--- src/rtl/lsu_pkg.sv ---
// Shared types and constants for the load/store control stage.
package lsu_pkg;

  localparam logic [2:0] F3_B  = 3'b000;
  localparam logic [2:0] F3_H  = 3'b001;
  localparam logic [2:0] F3_W  = 3'b010;
  localparam logic [2:0] F3_BU = 3'b100;
  localparam logic [2:0] F3_HU = 3'b101;

  localparam logic [1:0] PH_REQ  = 2'd0;
  localparam logic [1:0] PH_WB   = 2'd1;
  localparam logic [1:0] PH_WAIT = 2'd2;

  typedef enum logic [1:0] {
    IDLE    = 2'd0,
    LD_REQ  = 2'd1,
    LD_WAIT = 2'd2,
    LD_WB   = 2'd3
  } lsu_state_e;

  // Halfword at offset 3 or word at any nonzero offset.
  function automatic logic is_misaligned(input logic [2:0] f3, input logic [1:0] off);
    return (((f3 == F3_H) || (f3 == F3_HU)) && (off == 2'd3)) ||
           ((f3 == F3_W) && (off != 2'd0));
  endfunction

endpackage

--- src/rtl/lsu_load_align.sv ---
// Load lane select and sign/zero extension; offset 0 is the most significant byte.
module lsu_load_align
  import lsu_pkg::*;
#(
  parameter int XLEN = 32
) (
  input  logic [XLEN-1:0] rdata,
  input  logic [1:0]      offset,
  input  logic [2:0]      func3,
  output logic [XLEN-1:0] load_data
);

  logic [XLEN-1:0] shifted;
  logic [7:0]      byte_v;
  logic [15:0]     half_v;
  logic            half_tail;

  always_comb begin
    shifted   = rdata << {offset, 3'b000};
    byte_v    = shifted[XLEN-1 -: 8];
    half_v    = shifted[XLEN-1 -: 16];
    // A halfword at offset 3 runs off the word; only the last byte is returned.
    half_tail = (offset == 2'd3);
    case (func3)
      F3_B:    load_data = {{(XLEN-8){byte_v[7]}}, byte_v};
      F3_BU:   load_data = {{(XLEN-8){1'b0}}, byte_v};
      F3_H:    load_data = half_tail ? {{(XLEN-8){rdata[7]}}, rdata[7:0]}
                                     : {{(XLEN-16){half_v[15]}}, half_v};
      F3_HU:   load_data = half_tail ? {{(XLEN-8){1'b0}}, rdata[7:0]}
                                     : {{(XLEN-16){1'b0}}, half_v};
      F3_W:    load_data = rdata;
      default: load_data = rdata;
    endcase
  end

endmodule

--- src/rtl/lsu_ctrl.sv ---
// Load/store control: sequences multi-cycle loads, drives data memory, aligns load data.
// Optional sticky misalignment flag enabled by LSU_MISALIGN_TRAP_EN.
module lsu_ctrl
  import lsu_pkg::*;
#(
  parameter int MEM_WAIT = 0,
  parameter int XLEN     = 32
) (
  input  logic            clk,
  input  logic            rst,
  input  logic            is_lw,
  input  logic [3:0]      mem_write,
  input  logic [2:0]      func3,
  input  logic [XLEN-1:0] data_addr,
  input  logic [XLEN-1:0] rs2_data,
  input  logic [XLEN-1:0] dm_rdata,
  output logic [1:0]      counter02,
  output logic            stall,
  output logic            dm_en,
  output logic [3:0]      dm_web,
  output logic [XLEN-1:0] dm_addr,
  output logic [XLEN-1:0] dm_wdata,
  output logic [XLEN-1:0] load_data,
  output logic            load_valid
`ifdef LSU_MISALIGN_TRAP_EN
  ,
  output logic            misalign
`endif
);

  localparam logic [1:0] WAIT_LAST = (MEM_WAIT > 0) ? 2'(MEM_WAIT - 1) : 2'd0;

  lsu_state_e      state_q, state_d;
  logic [1:0]      wait_cnt_q, wait_cnt_d;
  logic [1:0]      off_q, off_d;
  logic [2:0]      f3_q, f3_d;
  logic            access_mis;
  logic            ld_zero;
  logic [XLEN-1:0] aligned;

  always_comb begin
    state_d    = state_q;
    wait_cnt_d = wait_cnt_q;
    off_d      = off_q;
    f3_d       = f3_q;
    counter02  = PH_REQ;
    stall      = 1'b0;
    dm_en      = 1'b0;
    dm_web     = 4'b0000;
    load_valid = 1'b0;
    case (state_q)
      IDLE: begin
        if (is_lw) begin
          // This cycle is the load request phase.
          dm_en      = 1'b1;
          stall      = 1'b1;
          off_d      = data_addr[1:0];
          f3_d       = func3;
          wait_cnt_d = 2'd0;
          state_d    = (MEM_WAIT > 0) ? LD_WAIT : LD_WB;
        end else begin
          dm_web = access_mis ? 4'b0000 : mem_write;
        end
      end
      LD_WAIT: begin
        counter02 = PH_WAIT;
        stall     = 1'b1;
        if (wait_cnt_q == WAIT_LAST) state_d = LD_WB;
        else                         wait_cnt_d = wait_cnt_q + 2'd1;
      end
      LD_WB: begin
        counter02  = PH_WB;
        load_valid = 1'b1;
        state_d    = IDLE;
      end
      default: state_d = IDLE;
    endcase
  end

  always_ff @(posedge clk) begin
    if (rst) begin
      state_q    <= IDLE;
      wait_cnt_q <= 2'd0;
      off_q      <= 2'd0;
      f3_q       <= F3_B;
    end else begin
      state_q    <= state_d;
      wait_cnt_q <= wait_cnt_d;
      off_q      <= off_d;
      f3_q       <= f3_d;
    end
  end

`ifdef LSU_MISALIGN_TRAP_EN
  logic misalign_q, misalign_d;
  logic mis_ld_q, mis_ld_d;

  assign access_mis = is_misaligned(func3, data_addr[1:0]);

  always_comb begin
    misalign_d = misalign_q;
    mis_ld_d   = mis_ld_q;
    if (state_q == IDLE) begin
      if (is_lw) mis_ld_d = access_mis;
      if ((is_lw || (mem_write != 4'b0000)) && access_mis) misalign_d = 1'b1;
    end
  end

  always_ff @(posedge clk) begin
    if (rst) begin
      misalign_q <= 1'b0;
      mis_ld_q   <= 1'b0;
    end else begin
      misalign_q <= misalign_d;
      mis_ld_q   <= mis_ld_d;
    end
  end

  assign misalign = misalign_q;
  assign ld_zero  = mis_ld_q;
`else
  assign access_mis = 1'b0;
  assign ld_zero    = 1'b0;
`endif

  always_comb begin
    case (func3)
      F3_B:    dm_wdata = {(XLEN/8){rs2_data[7:0]}};
      F3_H:    dm_wdata = {(XLEN/16){rs2_data[15:0]}};
      default: dm_wdata = rs2_data;
    endcase
  end

  assign dm_addr = {data_addr[XLEN-1:2], 2'b00};

  lsu_load_align #(.XLEN(XLEN)) u_align (
    .rdata     (dm_rdata),
    .offset    (off_q),
    .func3     (f3_q),
    .load_data (aligned)
  );

  assign load_data = (load_valid && !ld_zero) ? aligned : '0;

endmodule

--- config.mk ---
export PLATFORM = sky130hd
export DESIGN_NAME = lsu_ctrl
export DESIGN_NICKNAME = d
export VERILOG_FILES = /design/src/rtl/lsu_pkg.sv /design/src/rtl/lsu_load_align.sv /design/src/rtl/lsu_ctrl.sv
export SDC_FILE = /design/constraint.sdc
export NUM_CORES = 1
export LEC_CHECK = 0
export BUFFER_PORTS_ARGS = -buffer_cell sky130_fd_sc_hd__buf_2
export CAP_MARGIN = 30
export CORE_MARGIN = 10
export CORE_UTILIZATION = 33
export CTS_BUF_LIST = sky130_fd_sc_hd__clkbuf_8
export DETAILED_ROUTE_END_ITERATION = 7
export GPL_TIMING_DRIVEN = 0
export PLACE_DENSITY = 0.79
export SYNTH_ARGS = -nofsm -noshare
export SYNTH_HDL_FRONTEND = slang
export SYNTH_HIERARCHICAL = 1
export SYNTH_SLANG_ARGS = --single-unit
--- constraint.sdc ---
create_clock -name clk -period 1.7 [get_ports clk]
set_input_delay 0.085 -clock clk [delete_from_list [all_inputs] [get_ports clk]]
set_output_delay 0.085 -clock clk [all_outputs]
set_load 0.01 [all_outputs]
==> results.toml <==
[synthesis]
synthCells = 292
dominantRegCellSynth = "dfxtp_1"
seq_area_frac_synth_pct = 5.99
yosysWarnings = 6
synth_edf_count = 0
yosysUniqueCellTypes = 34
syn_area_um2 = 2010
avgSynthCellArea_um2 = 6.87
ys_seq_elements = 6
synth_async_sr_flop_share_pct = 0

[sta]
final.period_utilization_pct = 119
rsz0062_at_grt = "yes"
setup_tns_ns = -6.93
fin_crit_ns = 2.03
setup_viol = 32
max_freq_mhz = 493
tightest_slew_ns = 0.588
relSlewSlack_pct = 60.8
finalHoldViolations = 0
layout_setup_ws_ns = -0.330
skew_ns = 0.00122
slew_viol_final = 0

[worst_setup_path]
critPathLaunchType = "register"
worst-setup-path-type = "reg2out"
crit_arrival_ns = 1.95
critPathMaxFanout = 5
critical_path_required_ns = 1.62
endpoint_kind = "primary output"

[routing]
num_vias = 2908
avgRoutedWirePerCell_um = 18.8
dr.pass1.iters = 5
drc = 0
via_per_inst = 5.17
ant_nets = 0
drt-total-wl_um = 10600
drt_iter0_drc = 135

[clocking]
cts_max_path_buffers = 2
root_buffer = "clkbuf_8"
cts.htree.levels = 1
clock_latency_ns = 0.22
cts_tree = "built"
cts_buffers = 3
clkTransAtPathRegs_ns = 0.03
cts_hold_buf = 0
numClockSinks = 6

[die]
rows = 28
dieHeight_um = 98.0
die_w_um = 98.0
start_util_pct = 33.9
dieArea_um2 = 9600
fp.coreArea_um2 = 5920
ios = 211

[status]
status = "finished, violations left"
violations = "setup timing"

[final_layout]
nFillCells = 530
layout_commonest_cell = "buf_2"
most-common-layout-cells = "buf_2, buf_4, nand2_1, nor2_1, and2_1"
final_nets = 595
area_growth_pct = 78.5
drive_gt1_share_pct = 68.0
fin_util_pct = 60.5

[global_route]
grt_pass1_vias = 3106
antenna_found_initial = 1
grt_max_degree = 11
overflow = 0
grt_util_all_layers_pct = 18.9
grt_pass1_wl_um = 15300

[pwr]
p_leak_uw = 0.00194
pwr_density_cell_nw_per_um2 = 419
ir_drop_uv = 303

[run]
max_cap_violations = 0

[place]
dp_hpwl_um = 7940
place.gp.congestion = 0.867
dp_slack_ns = -0.581
port_buffers = 176

[min_path]
hold_path_class = "in2reg"
-- cells by family after synthesis --
family	Yosys count	share of synthesized area [%]
and+or+nand+nor	124	30.2
buffers and inverters	65	21.6
muxes	52	27.8
AOI/OAI and AO/OA	44	14.2
DFF	6	5.99
other	1	0.187
-- final cells by class --
type | count | area [um^2] | area share [%]
multi-input combinational | 223 | 1680 | 46.8
timing repair buffer | 191 | 1130 | 31.6
buffer | 62 | 500 | 14.0
sequential | 6 | 126 | 3.53
tap | 75 | 93.8 | 2.62
clock buffer | 3 | 41.3 | 1.15
inverter | 2 | 7.51 | 0.210
antenna | 1 | 2.50 | 0.0699
-- power by group --
group | internal (uW) | total, uW | switching [uW] | leakage [uW]
logic | 590 | 1120 | 530 | 0.00187
registers | 151 | 169 | 18.6 | 0.0000509
clock network | 152 | 211 | 59.6 | 0.0000216
total | 892 | 1500 | 608 | 0.00194
-- cells in the mapped netlist, drive strengths merged (6+ instances only) --
library cell | number | share of area [%]
clkbuf | 10 | 1.9
and2 | 36 | 11
mux2i | 22 | 11
a221o | 6 | 3.0
o21ai | 13 | 3.2
a21oi | 15 | 3.7
dfxtp | 6 | 6.0
nand2 | 42 | 7.9
nor2 | 28 | 5.4
buf | 53 | 19
mux2 | 30 | 17
nand3 | 9 | 2.2
-- per-layer routing --
layer  global-route usage, %  share of wire [%]
met1                    17.0                 32
met2                    35.6                 50
met3                    9.02                 13
met4                    7.38                4.3
met5                       0                  0
-- repair_timing --
item	4_1_cts	5_1_grt
endpoints found under the setup margin	32	32
buffers inserted	11	3
pin swaps	9	9
cloned	0	1
resized for setup	63	65
-- per-stage QoR --
step | cells | total power [uW] | cell area, um^2 | hold slack (ns)
after global placement | 545 | 1020 | 2990 | 0.318
after global routing | 563 | 1600 | 3580 | 0.105
after detailed placement | 545 | 1030 | 2990 | 0.330
after floorplan | 294 | 685 | 2020 | 0.157
after CTS | 559 | 1360 | 3330 | 0.0916
final | 563 | 1500 | 3580 | 0.0954
-- registers in the layout, summed over array words and instances (netlist names) --
name     flops
f3_q         3
off_q        2
state_q      1
-- critical path, cell delays in order, from the launching register on --
cell	delay (ns)
dfxtp_4	0.36
mux2i_1	0.12
mux2_4	0.29
buf_6	0.12
buf_6	0.11
a222oi_1	0.36
and2_1	0.21
buf_2	0.14
-- path summary, 6_finish.rpt --
check             slack, ns  depth (start not counted)                     from                    end
setup reg to reg       0.49                          4  state_q[0]$_SDFFE_PP0P_  off_q[0]$_SDFFE_PP0P_
hold reg to reg        0.48                          2     f3_q[0]$_SDFFE_PP0P_   f3_q[0]$_SDFFE_PP0P_
setup / recovery      -0.33                          7    off_q[0]$_SDFFE_PP0P_           load_data[7]
hold / removal          0.1                          2                      rst  off_q[0]$_SDFFE_PP0P_
Power figures use the tool's default switching activity.
